File: config.mk
export PLATFORM = sky130hd
export DESIGN_NAME = imem_fetch_ctrl
export DESIGN_NICKNAME = d
export VERILOG_FILES = /design/src/rtl/imem_fetch_ctrl.sv
export SDC_FILE = /design/constraint.sdc
export NUM_CORES = 1
export LEC_CHECK = 0
export ABC_AREA = 1
export CAP_MARGIN = 40
export CORE_MARGIN = 10
export CORE_UTILIZATION = 47
export CTS_CLUSTER_SIZE = 40
export DETAILED_ROUTE_END_ITERATION = 10
export PLACE_DENSITY = 0.76
export REMOVE_ABC_BUFFERS = 1
export SLEW_MARGIN = 5
export SYNTH_ARGS = -nofsm -noshare
export SYNTH_HDL_FRONTEND = slang
export SYNTH_SLANG_ARGS = --single-unit
File: constraint.sdc
create_clock -name clk -period 1.6 [get_ports clk]
set_input_delay 0.24 -clock clk [delete_from_list [all_inputs] [get_ports clk]]
set_output_delay 0.24 -clock clk [all_outputs]
set_load 0.005 [all_outputs]
File: src/rtl/imem_fetch_ctrl.sv
// Instruction fetch sequencer: owns the fetch PC, issues one word read per
// cycle into a registered-read instruction memory, buffers returned words
// with their PC in a small prefetch queue, and presents the queue head to
// decode over valid/ready. A redirect flushes everything and refetches.
module imem_fetch_ctrl #(
  parameter int unsigned          ADDR_W   = 30,
  parameter logic [ADDR_W-1:0]    RESET_PC = '0,
  parameter int unsigned          QDEPTH   = 2
) (
  input  logic                      clk,
  input  logic                      rst_n,
  input  logic                      fetch_en,
  output logic                      mem_req,
  output logic [ADDR_W-1:0]         mem_addr,
  input  logic [31:0]               mem_rdata,
  input  logic                      redirect_valid,
  input  logic [ADDR_W-1:0]         redirect_pc,
  output logic                      out_valid,
  input  logic                      out_ready,
  output logic [31:0]               out_instr,
  output logic [ADDR_W-1:0]         out_pc,
  output logic [$clog2(QDEPTH):0]   q_count
);

  localparam int unsigned PW = $clog2(QDEPTH);
  localparam logic [PW+1:0] DEPTH = (PW+2)'(QDEPTH);

  typedef enum logic {IDLE, RUN} state_t;

  state_t            state, state_n;
  logic [ADDR_W-1:0] fetch_pc;
  logic              inflight;
  logic [ADDR_W-1:0] inflight_pc;
  logic [31:0]       q_instr [QDEPTH];
  logic [ADDR_W-1:0] q_pc    [QDEPTH];
  logic [PW-1:0]     rd_ptr, wr_ptr;
  logic [PW:0]       count;
  logic [PW+1:0]     occupancy;
  logic              space, enq, deq;

  // Run/idle state register
  always_ff @(posedge clk or negedge rst_n) begin
    if (!rst_n) state <= IDLE;
    else        state <= state_n;
  end

  // Next state, issue decision and queue enqueue/dequeue strobes
  always_comb begin
    state_n   = state;
    occupancy = {1'b0, count} + {{(PW+1){1'b0}}, inflight};
    space     = 1'b0;
    mem_req   = 1'b0;
    enq       = 1'b0;
    deq       = 1'b0;
    case (state)
      IDLE: if (fetch_en)  state_n = RUN;
      RUN:  if (!fetch_en) state_n = IDLE;
      default:             state_n = IDLE;
    endcase
    // A slot freed by a same-cycle handshake may be reused by a new read,
    // which is what sustains one instruction per cycle at full occupancy.
    space   = (occupancy < DEPTH) ||
              ((occupancy == DEPTH) && out_valid && out_ready);
    mem_req = (state == RUN) && fetch_en && !redirect_valid && space;
    // A response returning in a redirect cycle belongs to the old path.
    enq     = inflight && !redirect_valid;
    deq     = out_valid && out_ready && !redirect_valid;
  end

  assign mem_addr  = fetch_pc;
  assign out_valid = (count != '0);
  assign out_instr = q_instr[rd_ptr];
  assign out_pc    = q_pc[rd_ptr];
  assign q_count   = count;

  // Fetch PC and in-flight read tracking
  always_ff @(posedge clk or negedge rst_n) begin
    if (!rst_n) begin
      fetch_pc    <= RESET_PC;
      inflight    <= 1'b0;
      inflight_pc <= RESET_PC;
    end else begin
      inflight <= mem_req;
      if (mem_req) inflight_pc <= fetch_pc;
      if (redirect_valid)
        fetch_pc <= redirect_pc & ~ADDR_W'(3);
      else if (mem_req)
        fetch_pc <= fetch_pc + ADDR_W'(4);
    end
  end

  // Prefetch queue storage, pointers and occupancy
  always_ff @(posedge clk or negedge rst_n) begin
    if (!rst_n) begin
      rd_ptr <= '0;
      wr_ptr <= '0;
      count  <= '0;
      for (int unsigned i = 0; i < QDEPTH; i++) begin
        q_instr[i] <= '0;
        q_pc[i]    <= '0;
      end
    end else if (redirect_valid) begin
      rd_ptr <= '0;
      wr_ptr <= '0;
      count  <= '0;
    end else begin
      if (enq) begin
        q_instr[wr_ptr] <= mem_rdata;
        q_pc[wr_ptr]    <= inflight_pc;
        wr_ptr          <= wr_ptr + PW'(1);
      end
      if (deq) rd_ptr <= rd_ptr + PW'(1);
      case ({enq, deq})
        2'b10:   count <= count + (PW+1)'(1);
        2'b01:   count <= count - (PW+1)'(1);
        default: count <= count;
      endcase
    end
  end

endmodule

# Word-level counts from Yosys, hierarchy flattened
# Index checks and enable logic that the tools add are counted.
# totals
ff_bits	190
latch_bits	0
ram_bits	0
mem_bits_ro	0
output_inout_bits	96
word_cells	65
n_memories	0
# classes
n_addsub	6
mul	0
n_div	0
n_lt_le_gt_ge	4
n_eq_ne	3
n_shift	0
mux	21
bitwise_logic	3
n_reduce_logical	17
# op_table
cell	n
30-bit 2-to-1 mux	6
32-bit 2-to-1 mux	4
64-bit bitwise mux	1
60-bit bitwise mux	1
32-bit demux with 1-bit select	1
30-bit by 3-bit adder with 30-bit output (second input constant)	1
30-bit demux with 1-bit select	1
1-bit logical AND	9
2-bit nonzero test	4
1-bit 2-to-1 mux	5
2-bit >= comparator (second input constant)	2
1-bit NOT with 2-bit output	2
2-bit case mux with 2 select lines	1
2-bit by 1-bit adder with 3-bit output	1
3-bit by 2-bit equality test with 1-bit output (second input constant)	1
3-bit by 2-bit less-than comparator with 1-bit output (second input constant)	1
3-bit nonzero test	1
1-bit adder (second input constant)	2
2-bit by 1-bit adder with 2-bit output (second input constant)	1
2-bit by 1-bit equality test with 1-bit output (second input constant)	1
2-bit equality test (second input constant)	1
2-bit by 1-bit less-than comparator with 1-bit output (second input constant)	1
2-bit 2-to-1 mux	1
2-bit AND reduction	1
4 further kinds	4

# Logic depth before layout (Yosys ltp)
# logic_depth
word_depth	8
depth_mapped	13

# Worst setup path before layout
# OpenSTA, ideal clock, no wires.
# synth_path
path_kind	flip-flop to output port
from	register count[0] (netlist: q_count[0])
to	output mem_req
arrival_ps	1532
t_required_ps	1360
slack_ps	-172
path_stages_with_launch	12
n_path_buf	2
cell_sequence	dfrtp_1 ha_1 inv_1 ha_1 nand2_1 nor2_1 nand2_1 nand2_1 nand2_2 inv_2 buf_6 buf_8
# synth_between
elab_chain_len	6
# synth_lines
element	line_no	text
start, declared	37	logic [PW:0] count;
start signal, assigned	114	2'b10: count <= count + (PW+1)'(1);
start signal, assigned	115	2'b01: count <= count - (PW+1)'(1);
start signal, assigned	116	default: count <= count;
parallel branches: the longest is 4 deep, another holds 2-bit by 1-bit adder with 3-bit output	-	
1-bit logical OR (*)	62	space = (occupancy < DEPTH) ||
1-bit logical AND (*)	64	mem_req = (state == RUN) && fetch_en && !redirect_valid && space;
end, declared	13	output logic mem_req,
# Every way passes the cells marked *.

# Worst setup path after layout
# Same ends and word-level chain as after synthesis.

==> qor.yml <==
rsz0062_at_grt: "yes"
synth_simple_gate_area_share_pct: 27.54
dieArea_um2: 24220
cts_buffer_depth: 2
row_count: 49
layout-drive-gt1-share_pct: 35.40
io_pins: 163
core_um2: 18020
grt_pass1_wl_um: 48280
gp_congestion: 0.8835
power_density_nw_per_um2: 1451
finClkSkew_ns: 0.01293
min_period_over_period_pct: 127.5
setup_viol: 119
worstPathMaxFanout: 2
numCtsBuffers: 17
antenna_found_initial: 0
drc: 0
syn_to_final_growth_pct: 59.89
synth_top_family_by_area: "simple AND/OR/NAND/NOR gates"
nNetsFinal: 1459
grt_usage_pct: 24.71
synth_xor_area_share_pct: 0.5064
synthesis.yosys.warnings: 0
post-dp-hpwl_um: 16520
crit_path_end_kind: "output port"
portBuffers: 156
violations: "negative setup slack"
cts-root-buf: "clkbuf_16"
ys_ff_latch: 182
grt_max_degree: 51
final_core_util_pct: 76.70
crit_chain: "ha_4 -> inv_2 -> ha_4 -> nand2_4 -> nor2_4 -> nand2_2 -> nand2_2 -> nand2_4 -> inv_4 -> buf_6"
r2r_cells: 15
seq_area_um2: 4573
place_ws_ns: -0.3249
synth_seq_area_share_pct: 52.67
synth_compound_area_share_pct: 9.810
clk_latency_ns: 0.44
syn_inst: 1127
critPathSlowestCell: "dfrtp_1"
routedWlPerCell_um: 19.75
fmax_mhz: 490.0
dr_total_vias: 8993
die_h_um: 155.6
avgSynthCellArea_um2: 7.673
start_kind: "flip-flop"
drt_wl_total_um: 32190
cp.arrival_ns: 1.80
worstSetupPathType: "reg -> out"
clkTransAtPathRegs_ns: 0.07
n_antenna_cell: 0
clock_sinks: 182
hold_violations: 0
p_leak_uw: 0.007004
synthMuxAreaShare_pct: 0
ant_nets: 0
first_iter_violations: 789
overflow: 0
ir_worst_vdd_mv: 0.9971
status: "finished, violations left"
slowest_delay_ns: 0.40
maxCapViolCount: 0
die_w_um: 155.6
required_ns: 1.36
n_fill_cell: 1168
synthDistinctLibCells: 27
maxSlewViolCount: 0
first_pass_iters: 6
synth-adder-area-share_pct: 0.5788
avgViaCountPerCell: 5.517
start_util_pct: 47.97
grt_pass1_vias: 9089
hold_depth: 1
setup_slack_ns: -0.4407
hold_class: "in -> reg"
multiInputGateArea_um2: 4486
min_period_ns: 2.041
syn_area_um2: 8647
cts_tree: "done"
ctsHtreeMaxLevel: 4
path summary, 6_finish.rpt:
kind | endpoint | slack [ns] | start
max | mem_req | -0.44 | q_count[0]
min | state | 0.27 | fetch_en
max reg2reg | mem_addr[28] | -0.41 | q_count[0]
min reg2reg | q_instr[53] | 0.49 | q_instr[53]
max in group asynchronous | q_instr[52] | 0.66 | rst_n
min in group asynchronous | q_instr[41] | 0.31 | rst_n
worst max-delay path, delay by kind of cell, from the launching register on:
family	cells	cell delay (ns)
DFF	1	0.40
adders and majority gates	2	0.42
buffers and inverters	3	0.19
and+or+nand+nor	5	0.36
report_power, final:
part	internal (uW)	switching [uW]
logic	4480	4100
clock network	2440	1750
registers	6040	1260
sequential cells by signal (all words and copies together) (netlist names):
register,flops
wr_ptr,1
inflight,1
rd_ptr,1
mem_addr,28
q_instr,64
inflight_pc,28
state,1
q_pc,56
q_count,2
cell type report:
| class | instances | area share (%) |
|---|---|---|
| Tap cell | 229 | 2.072 |
| Multi-Input combinational cell | 770 | 32.44 |
| Sequential cell | 182 | 33.08 |
| Timing Repair Buffer | 299 | 24.78 |
| Clock buffer | 27 | 3.855 |
| Inverter | 118 | 3.330 |
| Clock inverter | 5 | 0.4434 |
metal layers:
metal	wire length, um	global-route usage (%)	part of all wire (%)	up-vias
li1	-	-	-	4036
met1	12050	29.82	37	4315
met3	2691	7.031	8.4	151
met2	15750	40.32	49	491
met5	0	0	0	-
met4	1695	10.96	5.3	0
metrics by stage:
step           cells  setup TNS (ns)  power (uW)  cell area [um^2]  hold WS, ns
2_1_floorplan   1070         -298.00        9297              8335     -0.05559
3_3_place_gp    1512          -20.85       12480             10840       0.1880
3_5_place_dp    1512          -27.30       12670             10840       0.1873
4_1_cts         1622          -29.19       18300             13000       0.2633
5_1_grt         1630          -40.31       21200             13830       0.2936
6_report        1630          -33.55       20070             13830       0.2747
cells in the final DEF, fill, tap and decap left out, types with 34 or more instances in the layout:
cell type | netlist | layout
nand2_1 | 465 | 317
dfrtp_1 | 182 | 167
o21ai_0 | 138 | 131
inv_1 | 115 | 110
nand2_2 | 2 | 92
clkdlybuf4s50_1 | 0 | 66
buf_6 | 6 | 58
nand2_4 | 0 | 57
buf_4 | 5 | 54
nor2_1 | 35 | 34
kinds of logic (layout without fill, tap and decap cells):
kind of cell	Yosys count	after routing
and+or+nand+nor	588	588
DFF	182	182
buffers and inverters	178	449
AOI/OAI and AO/OA	169	169
xor gates and xnor gates	5	5
adders and majority gates	4	4
other	1	4
what timing repair did:
item	4_1_cts	5_1_grt
hold buffers	1	0
buffers inserted	53	16
pin swaps	31	52
hold endpoints to repair	36	0
gates resized for setup	442	283
cloned	24	2
setup endpoints to repair	147	128
cells in the mapped netlist (all sizes together):
| library cell | n | area (um^2) |
|---|---|---|
| or2 | 1 | 6.260 |
| conb | 1 | 3.750 |
| o21a | 1 | 7.510 |
| nand3 | 75 | 410.4 |
| clkinv | 1 | 3.750 |
| xor2 | 4 | 35.03 |
| ha | 4 | 50.05 |
| xnor2 | 1 | 8.760 |
| a21oi | 2 | 10.01 |
| nor2 | 43 | 196.4 |
| dfrtp | 182 | 4554 |
| o21ai | 166 | 830.8 |
| buf | 31 | 214.0 |
| nor3 | 2 | 10.01 |
| nand2 | 467 | 1758 |
| inv | 117 | 439.2 |
| clkbuf | 29 | 108.9 |
Note: power is estimated with default switching activity, not from simulation.
